<file path="config.mk">
export PLATFORM = sky130hd
export DESIGN_NAME = dptr_datapath_flat
export DESIGN_NICKNAME = d
export VERILOG_FILES = /design/src/rtl/dptr_pkg.sv /design/src/rtl/dptr_if.sv /design/src/rtl/dptr_regfile.sv /design/src/rtl/dptr_datapath.sv /design/src/flat_wrapper.sv
export SDC_FILE = /design/constraint.sdc
export NUM_CORES = 2
export LEC_CHECK = 0
export CAP_MARGIN = 20
export CORE_ASPECT_RATIO = 0.7
export CORE_UTILIZATION = 34
export CTS_CLUSTER_DIAMETER = 150
export DETAILED_ROUTE_END_ITERATION = 8
export SLEW_MARGIN = 20
export SYNTH_ARGS = -nofsm -noshare
export SYNTH_HDL_FRONTEND = slang
export SYNTH_SLANG_ARGS = --single-unit
</file>
<file path="constraint.sdc">
create_clock -name clk -period 46.9 [get_ports clk]
set_input_delay 9.38 -clock clk [delete_from_list [all_inputs] [get_ports clk]]
set_output_delay 9.38 -clock clk [all_outputs]
set_load 0.02 [all_outputs]
</file>
<file path="src/rtl/dptr_pkg.sv">
// Shared constants and types for the single-cycle datapath: opcodes, funct codes, ALU operations.
package dptr_pkg;

  localparam int unsigned RegIdxW = 5;
  localparam int unsigned NumRegs = 1 << RegIdxW;

  localparam logic [5:0] OpRtype = 6'h00;
  localparam logic [5:0] OpAddi  = 6'h08;

  localparam logic [5:0] FnAdd = 6'h20;
  localparam logic [5:0] FnSub = 6'h22;
  localparam logic [5:0] FnAnd = 6'h24;
  localparam logic [5:0] FnOr  = 6'h25;
  localparam logic [5:0] FnNor = 6'h27;
  localparam logic [5:0] FnSlt = 6'h2A;

  typedef enum logic [2:0] {
    AluNop,
    AluAdd,
    AluSub,
    AluAnd,
    AluOr,
    AluNor,
    AluSlt
  } alu_op_e;

endpackage

</file>
<file path="src/rtl/dptr_if.sv">
// Instruction/flag bus between the instruction driver and the datapath.
interface dptr_if;
  logic [31:0] Instr;
  logic        ZF;

  modport master (output Instr, input ZF);
  modport slave  (input Instr, output ZF);
endinterface

</file>
<file path="src/rtl/dptr_regfile.sv">
// 32-entry register file: two combinational read ports, one clocked write port, async clear.
module dptr_regfile
  import dptr_pkg::*;
#(
  parameter int unsigned DATA_W = 32
) (
  input  logic               clk,
  input  logic               rst,
  input  logic [RegIdxW-1:0] raddr_a,
  input  logic [RegIdxW-1:0] raddr_b,
  output logic [DATA_W-1:0]  rdata_a,
  output logic [DATA_W-1:0]  rdata_b,
  input  logic               we,
  input  logic [RegIdxW-1:0] waddr,
  input  logic [DATA_W-1:0]  wdata
);

  logic [DATA_W-1:0] regs_q [NumRegs];

  always_ff @(posedge clk or posedge rst) begin
    if (rst) begin
      for (int i = 0; i < NumRegs; i++) begin
        regs_q[i] <= '0;
      end
    end else if (we && (waddr != '0)) begin
      regs_q[waddr] <= wdata;
    end
  end

  // Reads see pre-edge contents; no bypass from the write port.
  assign rdata_a = (raddr_a == '0) ? '0 : regs_q[raddr_a];
  assign rdata_b = (raddr_b == '0) ? '0 : regs_q[raddr_b];

endmodule

</file>
<file path="src/rtl/dptr_datapath.sv">
// Single-cycle datapath: decode, ALU and zero flag; executes the held instruction on every edge.
module dptr_datapath
  import dptr_pkg::*;
#(
  parameter int unsigned DATA_W = 32
) (
  input logic    clk,
  input logic    rst,
  dptr_if.slave  bus
);

  logic [5:0]         op;
  logic [5:0]         funct;
  logic [RegIdxW-1:0] rs;
  logic [RegIdxW-1:0] rt;
  logic [RegIdxW-1:0] rd;
  logic [15:0]        imm;
  logic [DATA_W-1:0]  imm_sext;

  assign op       = bus.Instr[31:26];
  assign rs       = bus.Instr[25:21];
  assign rt       = bus.Instr[20:16];
  assign rd       = bus.Instr[15:11];
  assign funct    = bus.Instr[5:0];
  assign imm      = bus.Instr[15:0];
  assign imm_sext = {{(DATA_W - 16){imm[15]}}, imm};

  alu_op_e            alu_op;
  logic               is_addi;
  logic [DATA_W-1:0]  rs_data;
  logic [DATA_W-1:0]  rt_data;
  logic [DATA_W-1:0]  opnd_b;
  logic [DATA_W-1:0]  result;
  logic               we;
  logic [RegIdxW-1:0] waddr;

  always_comb begin
    alu_op  = AluNop;
    is_addi = 1'b0;
    if (op == OpRtype) begin
      case (funct)
        FnAdd:   alu_op = AluAdd;
        FnSub:   alu_op = AluSub;
        FnAnd:   alu_op = AluAnd;
        FnOr:    alu_op = AluOr;
        FnNor:   alu_op = AluNor;
        FnSlt:   alu_op = AluSlt;
        default: alu_op = AluNop;
      endcase
    end else if (op == OpAddi) begin
      alu_op  = AluAdd;
      is_addi = 1'b1;
    end
  end

  assign opnd_b = is_addi ? imm_sext : rt_data;

  always_comb begin
    result = '0;
    case (alu_op)
      AluAdd:  result = rs_data + opnd_b;
      AluSub:  result = rs_data - opnd_b;
      AluAnd:  result = rs_data & opnd_b;
      AluOr:   result = rs_data | opnd_b;
      AluNor:  result = ~(rs_data | opnd_b);
      AluSlt:  result = {{(DATA_W - 1){1'b0}}, ($signed(rs_data) < $signed(opnd_b))};
      default: result = '0;
    endcase
  end

  // Unsupported encodings decode to AluNop and so never write.
  assign we     = (alu_op != AluNop);
  assign waddr  = is_addi ? rt : rd;
  assign bus.ZF = (result == '0);

  dptr_regfile #(
    .DATA_W (DATA_W)
  ) u_regfile (
    .clk     (clk),
    .rst     (rst),
    .raddr_a (rs),
    .raddr_b (rt),
    .rdata_a (rs_data),
    .rdata_b (rt_data),
    .we      (we),
    .waddr   (waddr),
    .wdata   (result)
  );

endmodule

</file>
<file path="src/flat_wrapper.sv">
// flat-port wrapper written by rule: the top's interface ports become plain ports
module dptr_datapath_flat import dptr_pkg::*;
#(
  parameter int unsigned DATA_W = 32
)
  (clk, rst, bus_Instr, bus_ZF);
  dptr_if bus_i ();
  input logic clk;
  input logic rst;
  input wire logic [$bits(bus_i.Instr)-1:0] bus_Instr;
  output wire logic [$bits(bus_i.ZF)-1:0] bus_ZF;
  assign bus_i.Instr = bus_Instr;
  assign bus_ZF = bus_i.ZF;
  dptr_datapath #(.DATA_W(DATA_W)) u_core (.clk(clk), .rst(rst), .bus(bus_i));
endmodule
</file>
# Word level (Yosys, flattened, before mapping)
# Cells that the tools add are included.
[classes] bitwise=6 n_addsub=2 mux=19 magnitude_cmp=5 reduce_logical=8 eq_ne=13
[op_table] cell="1024-bit bitwise mux" n=1
[op_table] cell="32-bit binary-select mux with 5-bit select" n=2
[op_table] cell="32-bit 2-to-1 mux" n=8
[op_table] cell="32-bit one-hot mux with 6 select lines" n=1
[op_table] cell="32-bit demux with 5-bit select" n=1
[op_table] cell="6-bit equality test (second input constant)" n=6
[op_table] cell="32-bit adder" n=1
[op_table] cell="32-bit bitwise AND" n=1
[op_table] cell="32-bit logical NOT" n=1
[op_table] cell="32-bit < comparator" n=1
[op_table] cell="32-bit inverter" n=1
[op_table] cell="32-bit OR" n=1
[op_table] cell="32-bit subtractor" n=1
[op_table] cell="6-bit >= comparator (second input constant)" n=3
[op_table] cell="5-bit inverter with 6-bit output" n=3
[op_table] cell="3-bit one-hot mux with 6 select lines" n=1
[op_table] cell="5-bit logical NOT" n=2
[op_table] cell="3-bit equality test (second input constant)" n=3
[op_table] cell="3-bit by 2-bit equality test with 1-bit output (second input constant)" n=2
[op_table] cell="6-bit by 4-bit equality test with 1-bit output (second input constant)" n=1
[op_table] cell="6-bit logical NOT" n=1
[op_table] cell="6-bit by 1-bit < comparator with 1-bit output (second input constant)" n=1
[op_table] cell="5-bit 2-to-1 mux" n=1
[op_table] cell="5-bit nonzero test" n=1
[op_table] cell="other kinds (5)" n=8
[word_totals] in_bits=34 out_inout_bits=1 ff_bits=1024 elab_cells=85

# Longest topological paths before layout
[depth] ltp_word=10 ltp_mapped=29 ltp_nobuf=23

# Cells and area by module
# From an unflattened synthesis, not the netlist that was laid out.
[hier_totals] hier_cells=4644 area_unflattened_um2=60984.7
[by_module_without_submodules] module="dptr_regfile" seq_area_each_um2=25624.6 area_each_um2=54561.1 instances=1 cells_each=3728
[by_module_without_submodules] module="dptr_datapath" seq_area_each_um2=0.0 area_each_um2=6423.7 instances=1 cells_each=916

# Least setup slack after synthesis
# Ideal clock, no wire load.
[synth_path] kind="input-to-output" start="input port bus_Instr[16]" end="output port bus_ZF" path_stages=28 required_time_ns=37.520 arrival_ns=15.777 path_buffers=6 setup_slack_ns=21.743 path_cell_list="buf_6 buf_4 buf_2 buf_2 buf_1 clkbuf_1 mux4_2 mux4_2 mux2i_1 nor2_1 a21o_1 ha_1 inv_1 fa_1 nor2b_1 o31a_1 o2111ai_1 a21oi_1 o31ai_1 nand3_1 a41o_1 and3_1 nor4_1 a21oi_1 a211o_1 o21ai_0 and4_1 and4_1"
[synth_between] elab_chain_cells=10 word_cells_on_any_way=15 classes_between="2 x add/sub; 1 x order compare; 6 x mux; 4 x bitwise; 2 x reduce/logical"
[synth_rtl] item="from (decl)" line_no="flat_wrapper.sv:10" text="input wire logic [$bits(bus_i.Instr)-1:0] bus_Instr;"
[synth_rtl] item="5-bit inverter with 6-bit output (not written as such)" line_no="dptr_regfile.sv:32" text="assign rdata_b = (raddr_b == '0) ? '0 : regs_q[raddr_b];"
[synth_rtl] item="32-bit binary-select mux with 5-bit select" line_no="dptr_regfile.sv:32"
[synth_rtl] item="32-bit 2-to-1 mux (not written as such) (2 in series)" line_no="dptr_regfile.sv:32"
[synth_rtl] item="32-bit 2-to-1 mux (*)" line_no="dptr_regfile.sv:32"
[synth_rtl] item="32-bit 2-to-1 mux (*)" line_no="dptr_datapath.sv:56" text="assign opnd_b = is_addi ? imm_sext : rt_data;"
[synth_rtl] item="parallel branches: the longest is 2 deep, another holds 32-bit subtractor"
[synth_rtl] item="32-bit one-hot mux with 6 select lines (*)" line_no="dptr_datapath.sv:60" text="case (alu_op)"
[synth_rtl] item="32-bit logical NOT (*)" line_no="dptr_datapath.sv:74" text="assign bus.ZF = (result == '0);"
[synth_rtl] item="to (decl)" line_no="flat_wrapper.sv:11" text="output wire logic [$bits(bus_i.ZF)-1:0] bus_ZF;"
# Every way passes the cells marked *. The select of a mux whose other input is x is not followed.

# Final worst setup path
# Ends and elaborated chain as after synthesis.

==> metrics.txt <==
# TYPE chip_impl_metric gauge
chip_impl_metric{name="critical_path_peak_fanout",unit=""} 91
chip_impl_metric{name="row_count",unit=""} 126
chip_impl_metric{name="synth_sequential_area_ratio",unit=""} 0.439
chip_impl_metric{name="hold-path-cell-count",unit=""} 0
chip_impl_metric{name="area_growth_syn_to_layout",unit="%"} 9.95
chip_impl_info{name="min-delay-start",value="u_core.u_regfile.regs_q[999]"} 1
chip_impl_metric{name="post_synth_inst_count",unit=""} 5604
chip_impl_metric{name="timing.max_cap.violations",unit=""} 0
chip_impl_metric{name="timing.fmax",unit="MHz"} 35.9
chip_impl_metric{name="die_height",unit="microns"} 349
chip_impl_info{name="ys_top_cells_by_area",value="dfrtp_1 44%, mux4_2 21%, o21ai_0 8.1%, nand2_1 7.2%, clkbuf_1 2.9%"} 1
chip_impl_info{name="unrepaired_setup_endpoints_after_global_routing",value="false"} 1
chip_impl_metric{name="filler_cell_count",unit=""} 16545
chip_impl_metric{name="finalClockSkew",unit="ns"} 0.0304
chip_impl_metric{name="cts-htree-levels",unit=""} 3
chip_impl_metric{name="global_route.overflow_total",unit=""} 0
chip_impl_metric{name="crit_buf_inv",unit=""} 6
chip_impl_info{name="regToRegStartpoint",value="u_core.u_regfile.regs_q[933]"} 1
chip_impl_metric{name="report.final.hold_viol_count",unit=""} 0
chip_impl_metric{name="cts.path.max_buffers",unit=""} 3
chip_impl_metric{name="fin_hold_ws",unit="ns"} 0.397
chip_impl_metric{name="synth.top_cell.area_share",unit=""} 0.439
chip_impl_metric{name="grt_first_pass_wirelength",unit="microns"} 315000
chip_impl_metric{name="final_layout_size_suffix_gt1_frac",unit=""} 0.180
chip_impl_metric{name="drt-vias-per-instance",unit=""} 6.09
chip_impl_info{name="yosys.area.top_type",value="dfrtp_1"} 1
chip_impl_metric{name="layout.nets",unit=""} 5448
chip_impl_metric{name="synth_nets",unit=""} 5743
chip_impl_metric{name="drt-initial-drc-count",unit=""} 5998
chip_impl_info{name="cpMostUsedCell",value="nor3_1"} 1
chip_impl_metric{name="cts.clk_slew.worst_paths",unit="ns"} 0.06
chip_impl_metric{name="critPathRequiredTime",unit="ns"} 37.52
chip_impl_metric{name="design.die.area",unit="sq um"} 173000
chip_impl_metric{name="synth.ff_latch_count",unit=""} 1024
chip_impl_info{name="synth_top_flop_cell",value="dfrtp_1"} 1
chip_impl_metric{name="cp_data_arrival_time",unit="ns"} 18.50
chip_impl_metric{name="top_level_ports",unit=""} 35
chip_impl_metric{name="setup_viol",unit=""} 0
chip_impl_metric{name="drt.antenna.violating_nets",unit=""} 0
chip_impl_metric{name="largest_register_ff_count",unit=""} 1024
chip_impl_metric{name="post_cts_buffers",unit=""} 0
chip_impl_metric{name="clock_sink_count",unit=""} 1024
chip_impl_info{name="critical_path_class",value="primary input to output pin"} 1
chip_impl_metric{name="fin_ws",unit="ns"} 19.02
chip_impl_metric{name="die_width",unit="microns"} 497
chip_impl_metric{name="max_slew_margin",unit=""} 0.156
chip_impl_info{name="cts_root_buf",value="clkbuf_16"} 1
chip_impl_metric{name="timing.final.crit_share",unit=""} 0.594
chip_impl_info{name="critical_path_launch_point",value="bus_Instr[16]"} 1
chip_impl_metric{name="postSynth.asyncResetShare",unit=""} 1.00
chip_impl_metric{name="hpwl",unit="microns"} 127000
chip_impl_metric{name="finalWeightedCongestion",unit=""} 0.977
chip_impl_metric{name="leakage",unit="nW"} 26.6
chip_impl_metric{name="detailroute.via_count",unit=""} 46417
chip_impl_metric{name="peakVddDrop",unit="uV"} 25.4
chip_impl_metric{name="worst-r2r-cell-count",unit=""} 19
chip_impl_metric{name="synthesis.area_per_instance",unit="sq um"} 10.4
chip_impl_metric{name="worstSkewPairLatency",unit="ns"} 0.74
chip_impl_metric{name="synth-edff-count",unit=""} 0
chip_impl_metric{name="pin_count_of_the_biggest_net_entering_global_routing",unit=""} 126
chip_impl_info{name="critical-path-slowest-cell",value="buf_4"} 1
chip_impl_info{name="r2r_end",value="u_core.u_regfile.regs_q[157]"} 1
chip_impl_metric{name="ctsHoldBuffers",unit=""} 0
chip_impl_metric{name="design_area",unit="sq um"} 64200
chip_impl_info{name="type_of_element_launching_the_critical_path",value="primary input"} 1
chip_impl_metric{name="synthesis.area",unit="sq um"} 58400
chip_impl_metric{name="place.detailed.instances",unit=""} 7450
chip_impl_info{name="post_synth_most_frequent_cells",value="1123 x nand2_1, 1024 x dfrtp_1, 949 x o21ai_0"} 1
chip_impl_metric{name="finalMaxSlewViolations",unit=""} 0
chip_impl_metric{name="worst_path_largest_cell_delay",unit="ns"} 0.84
chip_impl_metric{name="antenna_violations_before_repair",unit=""} 6
chip_impl_info{name="tritoncts",value="yes"} 1
chip_impl_metric{name="drcViolationCount",unit=""} 0
chip_impl_metric{name="dpl_worst_slack",unit="ns"} 19.08
chip_impl_metric{name="avgRoutedWirePerCell",unit="microns"} 28.0
chip_impl_metric{name="ys_warn_count",unit=""} 0
chip_impl_metric{name="worst_pin_slew",unit="ns"} 1.27
chip_impl_info{name="outcome",value="finished, final reports clean"} 1
chip_impl_metric{name="cts_buffers",unit=""} 96
chip_impl_metric{name="setup_total_negative_slack",unit="ns"} 0
chip_impl_metric{name="post_cts.resized_instances",unit=""} 0
chip_impl_metric{name="design.core.area",unit="sq um"} 170000
chip_impl_info{name="largest_registers",value="u_core.u_regfile.regs_q: 1024 flops"} 1
chip_impl_info{name="post-synth-top-count-cell",value="nand2_1"} 1
chip_impl_metric{name="finalWorstPathRequiredPeriod",unit="ns"} 27.88
chip_impl_metric{name="vias_in_the_first_global_route",unit=""} 44616
chip_impl_info{name="min-delay-path-class",value="register to register"} 1
chip_impl_metric{name="placed_cell_area",unit="sq um"} 60800
chip_impl_metric{name="initial_core_util",unit=""} 0.344
chip_impl_info{name="whs_endpoint",value="u_core.u_regfile.regs_q[999]"} 1
chip_impl_info{name="largest_register_by_flop_count",value="u_core.u_regfile.regs_q"} 1
chip_impl_info{name="critPathCaptureType",value="output pin"} 1
chip_impl_info{name="path_delay_family",value="buffers and inverters"} 1
chip_impl_metric{name="ys_types",unit=""} 89
chip_impl_metric{name="finalNonFillerCells",unit=""} 7628
chip_impl_metric{name="wl",unit="microns"} 213000
chip_impl_metric{name="number_of_buffers_added_on_ports",unit=""} 34
chip_impl_metric{name="power_density",unit="nW/um^2"} 29.9
chip_impl_metric{name="detail_route.first_pass.iterations",unit=""} 6
chip_impl_metric{name="regToRegSetupSlack",unit="ns"} 40.54
chip_impl_metric{name="global_route.usage.total",unit=""} 0.245
==> how the worst max path moves through the flow <==
| stage | end | cells past startpoint |
|---|---|---|
| 6_report | bus_ZF | 25 |
| 5_1_grt | bus_ZF | 25 |
| 4_1_cts | bus_ZF | 25 |
| 3_5_place_dp | bus_ZF | 25 |
| 3_3_place_gp | bus_ZF | 25 |
| 2_1_floorplan | u_core.u_regfile.regs_q[0] | 1 |
==> logic make-up (layout without fill, tap and decap cells) <==
kind of cell,count (synthesis),count (layout),share of synthesized area
simple gates,1652,1652,0.118
fa+ha+maj,105,105,0.0228
buf+inv,652,435,0.0427
other cells,0,1,0
mux,670,670,0.233
compound gates,1489,1489,0.143
xor+xnor,12,12,0.00180
flops,1024,1024,0.439
==> cell usage in the layout (no fill, tap or decap), types with 22 or more instances in the layout <==
master and count:
a21o_1 25, a21oi_1 218, a22oi_1 35, buf_4 119
clkbuf_16 99, clkdlybuf4s50_1 25, dfrtp_1 1024, ha_1 103
inv_1 98, mux2i_1 105, mux4_2 551, nand2_1 1092
nand2b_1 40, nand3_1 29, nor2_1 252, nor3_1 65
o21ai_0 945, o221ai_1 22, o22ai_1 38
==> area by class of cell <==
type / count / area (sq um) / share of cell area
timing repair buffer: 158 / 1350 / 0.0211
tap: 2240 / 2800 / 0.0436
clock inverter: 45 / 602 / 0.00937
sequential: 1024 / 25600 / 0.399
clock buffer: 131 / 2790 / 0.0434
inverter: 101 / 394 / 0.00614
antenna: 1 / 2.50 / 0.0000390
multi-input combinational: 3928 / 30700 / 0.477
==> through the flow <==
| stage | utilization | power, mW |
|---|---|---|
| 2_1_floorplan | - | 1.02 |
| 3_3_place_gp | 0.358 | 1.07 |
| 3_5_place_dp | 0.358 | 1.07 |
| 4_1_cts | 0.378 | 1.92 |
| 5_1_grt | 0.379 | 1.97 |
| 6_report | 0.379 | 1.92 |
==> layer usage <==
layer | share of wire | track usage
met2 | 0.41 | 0.346
met3 | 0.11 | 0.0665
met4 | 0.032 | 0.0686
met5 | 0.00011 | 0
met1 | 0.44 | 0.363
==> worst reg2reg max path, cell delays in order, from the launching register on <==
cell and delay, ns:
dfrtp_1 0.42, mux4_2 0.48, mux4_2 0.49, mux2i_1 0.21
nor2_1 0.10, a21o_1 0.27, ha_1 0.54, o21ai_0 0.23
nor3_1 0.33, a21oi_1 0.22, o21ai_0 0.51, a41oi_1 0.31
o21ai_0 0.41, nor3_1 0.09, a21oi_1 0.22, a21boi_0 0.17
nand2_1 0.10, nand4_1 0.15, o21ai_4 0.67, o21ai_0 0.24
==> power by group <==
part | switching (mW) | internal [mW]
clock | 0.374 | 0.485
combinational | 0.114 | 0.0505
sequential | 0.00498 | 0.889
total | 0.493 | 1.42
No activity file was read; power rests on OpenSTA's default activity.
